## src/rtl/counter_mod_updown.sv

```systemverilog
// rtl/counter_mod_updown.sv - modulo up/down event counter with load, wrap pulses, sticky flag and event count
// Optional COUNTER_MOD_SAT_EN: hold at the limits instead of wrapping.
module counter_mod_updown #(
  parameter int WIDTH   = 8,
  parameter int MAX_VAL = 2**WIDTH-1,
  parameter int EVW     = 4
) (
  input  logic             clk,
  input  logic             Reset,
  input  logic             CLR,
  input  logic             LOAD,
  input  logic [WIDTH-1:0] LOAD_VAL,
  input  logic             EN,
  input  logic             UP,
  input  logic             OV_ACK,
  output logic [WIDTH-1:0] counter,
  output logic             OV,
  output logic             UF,
  output logic             OV_ST,
  output logic [EVW-1:0]   EVCNT
);

  localparam logic [WIDTH-1:0] MAX_W  = WIDTH'(MAX_VAL);
  localparam logic [EVW-1:0]   EV_MAX = '1;

  logic             at_max;
  logic             at_zero;
  logic             step;
  logic             up_evt;
  logic             dn_evt;
  logic             evt;
  logic [WIDTH-1:0] load_clamped;
  logic [WIDTH-1:0] up_next;
  logic [WIDTH-1:0] dn_next;
  logic [WIDTH-1:0] counter_next;

  assign at_max  = (counter == MAX_W);
  assign at_zero = (counter == '0);

  // Only a plain enabled step can hit a limit; CLR and LOAD mask events.
  assign step   = !CLR && !LOAD && EN;
  assign up_evt = step && UP && at_max;
  assign dn_evt = step && !UP && at_zero;
  assign evt    = up_evt || dn_evt;

  assign load_clamped = (LOAD_VAL > MAX_W) ? MAX_W : LOAD_VAL;

`ifdef COUNTER_MOD_SAT_EN
  assign up_next = at_max  ? MAX_W : counter + WIDTH'(1);
  assign dn_next = at_zero ? '0    : counter - WIDTH'(1);
`else
  assign up_next = at_max  ? '0    : counter + WIDTH'(1);
  assign dn_next = at_zero ? MAX_W : counter - WIDTH'(1);
`endif

  always_comb begin
    counter_next = counter;
    if (CLR)       counter_next = '0;
    else if (LOAD) counter_next = load_clamped;
    else if (EN)   counter_next = UP ? up_next : dn_next;
  end

  always_ff @(posedge clk) begin
    if (Reset) begin
      counter <= '0;
      OV      <= 1'b0;
      UF      <= 1'b0;
      OV_ST   <= 1'b0;
      EVCNT   <= '0;
    end else begin
      counter <= counter_next;
      OV      <= up_evt;
      UF      <= dn_evt;
      if (evt)         OV_ST <= 1'b1;
      else if (OV_ACK) OV_ST <= 1'b0;
      if (CLR)                         EVCNT <= '0;
      else if (evt && EVCNT != EV_MAX) EVCNT <= EVCNT + EVW'(1);
    end
  end

endmodule

```

## config.mk

```make
export PLATFORM = sky130hd
export DESIGN_NAME = counter_mod_updown
export DESIGN_NICKNAME = d
export VERILOG_FILES = /design/src/rtl/counter_mod_updown.sv
export SDC_FILE = /design/constraint.sdc
export NUM_CORES = 1
export LEC_CHECK = 0
export BUFFER_PORTS_ARGS = -buffer_cell sky130_fd_sc_hd__buf_2
export CAP_MARGIN = 30
export CORE_MARGIN = 1.5
export CORE_UTILIZATION = 52
export DETAILED_ROUTE_END_ITERATION = 16
export PLACE_DENSITY = 0.79
export SETUP_SLACK_MARGIN = 0.05
export SLEW_MARGIN = 20
export SYNTH_ARGS = -nofsm -noshare
export SYNTH_HDL_FRONTEND = slang
export SYNTH_SLANG_ARGS = --single-unit
```

## constraint.sdc

```tcl
create_clock -name clk -period 2.3 [get_ports clk]
set_clock_uncertainty 0.05 [all_clocks]
set_input_delay 0.115 -clock clk [delete_from_list [all_inputs] [get_ports clk]]
set_output_delay 0.115 -clock clk [all_outputs]
set_load 0.01 [all_outputs]
```

# Word level (Yosys, flattened, before mapping)
# Index checks and enable logic that the tools add are counted.
[word_totals]
ff_bits = 15
input_bits = 15
out_inout_bits = 15
elab_cells = 34
[op_classes]
addsub = 3
order_cmp = 1
eq_ne = 2
n_mux = 8
reduce_logical = 15
[op_table]
columns = ["cell", "count"]
rows = [
  ["$mux W8", 6],
  ["$add A8 B1 Y8 const B", 1],
  ["$eq A8 B8 Y1 const B", 1],
  ["$gt A8 B8 Y1 const B", 1],
  ["$logic_not A8 Y1", 1],
  ["$sub A8 B1 Y8 const B", 1],
  ["$logic_and A1 B1 Y1", 7],
  ["$add A4 B1 Y4 const B", 1],
  ["$ne A4 B4 Y1 const B", 1],
  ["$reduce_bool A2 Y1", 2],
  ["$logic_not A1 Y1", 3],
  ["$mux W1", 2],
  ["$reduce_or A2 Y1", 1],
  ["$logic_or A1 B1 Y1", 1],
]

# Longest topological paths before layout
[depth]
ltp_word = 7
depth_mapped = 7
depth_no_buf = 6

# Worst setup path after synthesis
# OpenSTA, ideal clock, no wires.
[synth_path]
path_type = "reg-to-reg"
startpoint = "reg counter[0]"
endpoint = "reg EVCNT[3]"
setup_ns = 0.072
arrival_ns = 1.967
required_time_ns = 2.178
setup_slack_ns = 0.211
path_stages_with_launch = 8
n_path_buf = 1
synth_period_minus_slack_ns = 2.089
path_cell_list = "dfxtp_1 clkbuf_1 inv_1 ha_1 or4b_4 or3_4 a211oi_2 mux2i_1"
[synth_between]
elab_chain_cells = 4
elab_cells_between_ends = 6
cone_classes = "eq/ne (1); reduce/logical (5)"
[synth_rtl]
columns = ["item", "line_no", "text"]
rows = [
  ["start: declaration", "16", "output logic [WIDTH-1:0] counter,"],
  ["start signal: assignment", "71", "counter <= counter_next;"],
  ["$eq A8 B8 Y1 / $logic_not A8 Y1 (equally long branches)", "37, 38", ""],
  ["$logic_and A1 B1 Y1 (on tied branches)", "42, 43", ""],
  ["$logic_or A1 B1 Y1 (*)", "44", "assign evt = up_evt || dn_evt;"],
  ["$logic_and A1 B1 Y1 (*)", "77", "else if (evt && EVCNT != EV_MAX) EVCNT <= EVCNT + EVW'(1);"],
  ["end signal: assignment", "77", ""],
  ["end: declaration", "20", "output logic [EVW-1:0] EVCNT"],
]
# Mark *: on every way between the ends. The rest lies on a longest branch, timed or not.
# A chain may end at the register's enable or synchronous reset.

# Final worst setup path
# Ends and elaborated chain as after synthesis.

==> results.md <==
* Status: complete, no violations
* GR Util met1 at approximately a third
* Synth top area share at 26.5%
* NumNets Final at between 150 and 200
* DIE HEIGHT at roughly 50 um
* CP endpoint: EVCNT[3]
* GRT Total Usage at a little over a quarter
* Leakage power figure at 0.554 nW
* Post-layout util at around two thirds
* Crit path time final at 2120 ps
* Unrepaired setup endpoints after global routing: false
* CTS tree: yes
* Yosys reg bits at 15
* Max IR drop VDD at approximately 0.00036 V
* Register area share after synthesis at a little over a quarter
* Area Overhead vs Synth at 17.0%
* Ys async rst share at 0%
* GPL Wtd Cong at 0.953
* Largest net degree at the start of global routing at 20
* First-pass GRT wire length at between 5000 and 6000 um
* Slew Limit Fails at 0
* Post-synth EDFFs at 0
* Max clock buf depth at 2
* Worst-Margin Slew at about 440 ps
* # IOs at 30
* Setup Crit Path Kind: reg2reg
* Worst setup SP type: flop
* Reg power frac at 47.5%
* # port buffers at 29
* Post-DR vias/cell at about 6.4
* Power density over the cells at about 450 mW/mm^2
* Post-route setup slack at approximately 180 ps
* Largest area contributor in the netlist: dfxtp_1
* TNS Setup at 0 ps
* Hold path startpoint: LOAD_VAL[2]
* Most common cell after layout, fill and taps aside: buf_2
* Layout cell share with drive strength beyond 1 at approximately a quarter
* Synth area leaders: dfxtp_1, a21oi_1, ha_1
* Reg2Reg Depth at 6
* Worst-path maximum fanout at 10
* Most frequent cells in the layout: buf_2, dfxtp_1, nand2_1, nand3_1, a21oi_1
* Worst min path class: in2reg
* Clock transition at path regs at approximately 100 ps
* Clk Tree Root Cell: clkbuf_4
* Fin crit share at about 92%
* Netlist Area Pre-Place at ~0.0011 mm^2
* Die Wd at approximately 50 um
* Int Pwr at ~0.40 mW
* Num CTS Buffers at 3
* Yosys warning count at 0
* Slew HR at a little over two thirds
* Die area at roughly 0.0025 mm^2
* Total core area at approximately 0.002 mm^2
* R2r setup slk at between 150 and 200 ps
* Htree depth at 1
* Drt first pass iters at 4
* Met2 GRT Util at between 40% and 50%
* Hold Vio Cnt, Final at 0
* Busiest grt layer: met2
* Initial antenna violation count at 0
* Capture point of the worst reg-to-reg path: EVCNT[3]
* Max-Cap Viols at 0
* Remaining antenna violation count at 0
* Met3 Usage GRT at under 10%
* Post-synth top flop: dfxtp_1
* Setup violators final at 0
* Data required time of the worst path at ~2500 ps
* Via count at around 1.3k
* Critical path startpoint: counter[0]
* Row cnt at 16
* Comb pwr share at about a quarter
* Mapped Cells at approximately 140
* Netlist cell types at 46
* Total global routing overflow at 0
* Sw power at a little under 0.2 mW
* Placement Cell Area at between 0.001 and 0.0015 mm^2
* Worst R2R Start: counter[0]
* Syn nets at about 160
* Wire per inst at 15.6 um
* Final Instance Area at roughly 0.0013 mm^2
* Max frequency at 0.472 GHz
* Skew-Pair Late Insertion Delay at 290 ps
* Vias in the first global route at approximately 1.1k
* Worst EP arrival at ~2300 ps
* Total power at between 0.5 and 0.6 mW
* Power share of the clock group at 27.2%
* Routed wire length at approximately 3100 um
* Starting density of the core at approximately 57%
* Sw Share at roughly 33%
* Clock sink total at 15
* Pre-CTS WS at around 230 ps
* Average size of a mapped cell at between 7 and 8 um^2
* Critical path endpoint category: flop
* # DRC at 0
* Iter 0 DRT Violations at 51
* Setup Buffers After CTS at 0
* Post-DP HPWL at between 2000 and 2500 um
* Diode count at 0
metrics by stage:
step / hold slack (ps) / std cells
floorplan: 134 / 144
global placement: 273 / 192
detailed placement: 284 / 192
CTS: 13.4 / 197
global route: 10.1 / 197
finish: 8.52 / 197
repair_timing:
item                       4_1_cts  5_1_grt
setup endpoints to repair        0        2
hold endpoints to repair         1        0
hold buffers                     1        0
gates resized for setup          0        1
kinds of logic after synthesis:
family | Yosys count | synth area share, %
AO/OA/AOI/OAI | 35 | 22.8
XOR/XNOR | 4 | 3.09
adder cells (fa/ha/maj) | 4 | 4.41
buffers and inverters | 16 | 6.06
flip-flops | 15 | 26.5
multiplexers | 5 | 4.52
AND/OR/NAND/NOR | 65 | 32.6
flip-flops by register name, indices dropped and copies added (netlist names):
register  count
counter       8
OV_ST         1
EVCNT         4
UF            1
OV            1
Yosys cell counts, drive strengths merged, types with 2 or more instances:
cell type and n:
nand2 13, nor3 5, o211ai 2, or3 7
mux2i 4, nor2 6, o41ai 2, inv 5
ha 4, buf 2, o31a 2, a311oi 2
nand2b 2, nand3 10, o211a 2, xor2 3
clkbuf 9, nor2b 4, nor3b 5, dfxtp 15
or2 2, nand4 3, o21ai 3, a21oi 11
nor4 3
cell type report:
class                   instances  area (um^2)
fillers                       197          674
clock buffers                   4         26.3
multi-input cells             113          771
inverters                       5         18.8
well taps                      27         33.8
repair buffers                 33          178
flip-flops and latches         15          300
per-layer routing:
metal | share of wire (%) | wire length [um]
met3 | 4.8 | 148
met2 | 49 | 1520
met5 | 0 | 0
met4 | 2.4 | 75
met1 | 43 | 1330
how the worst min path moves through the flow:
| stage | endpoint | slack [ps] | cells past startpoint |
|---|---|---|---|
| global route | counter[2] | 10 | 3 |
| finish | counter[2] | 9 | 3 |
| CTS | counter[2] | 10 | 3 |
| floorplan | OV_ST | 130 | 1 |
| global placement | OV_ST | 270 | 2 |
| detailed placement | OV_ST | 280 | 2 |
worst max-delay path, cell delays in order, from the launching register on:
cell	delay, ps
dfxtp_1	410
inv_1	120
ha_1	140
or4b_4	500
or3_4	420
a211oi_2	220
mux2i_1	210
power groups by stage:
stage	registers [mW]	logic, mW	clock network (mW)
after floorplan	0.284	0.106	0
after global placement	0.289	0.141	0
after detailed placement	0.289	0.146	0
after CTS	0.283	0.148	0.159
after global routing	0.286	0.166	0.170
final	0.284	0.151	0.162
Power figures use the tool's default switching activity.
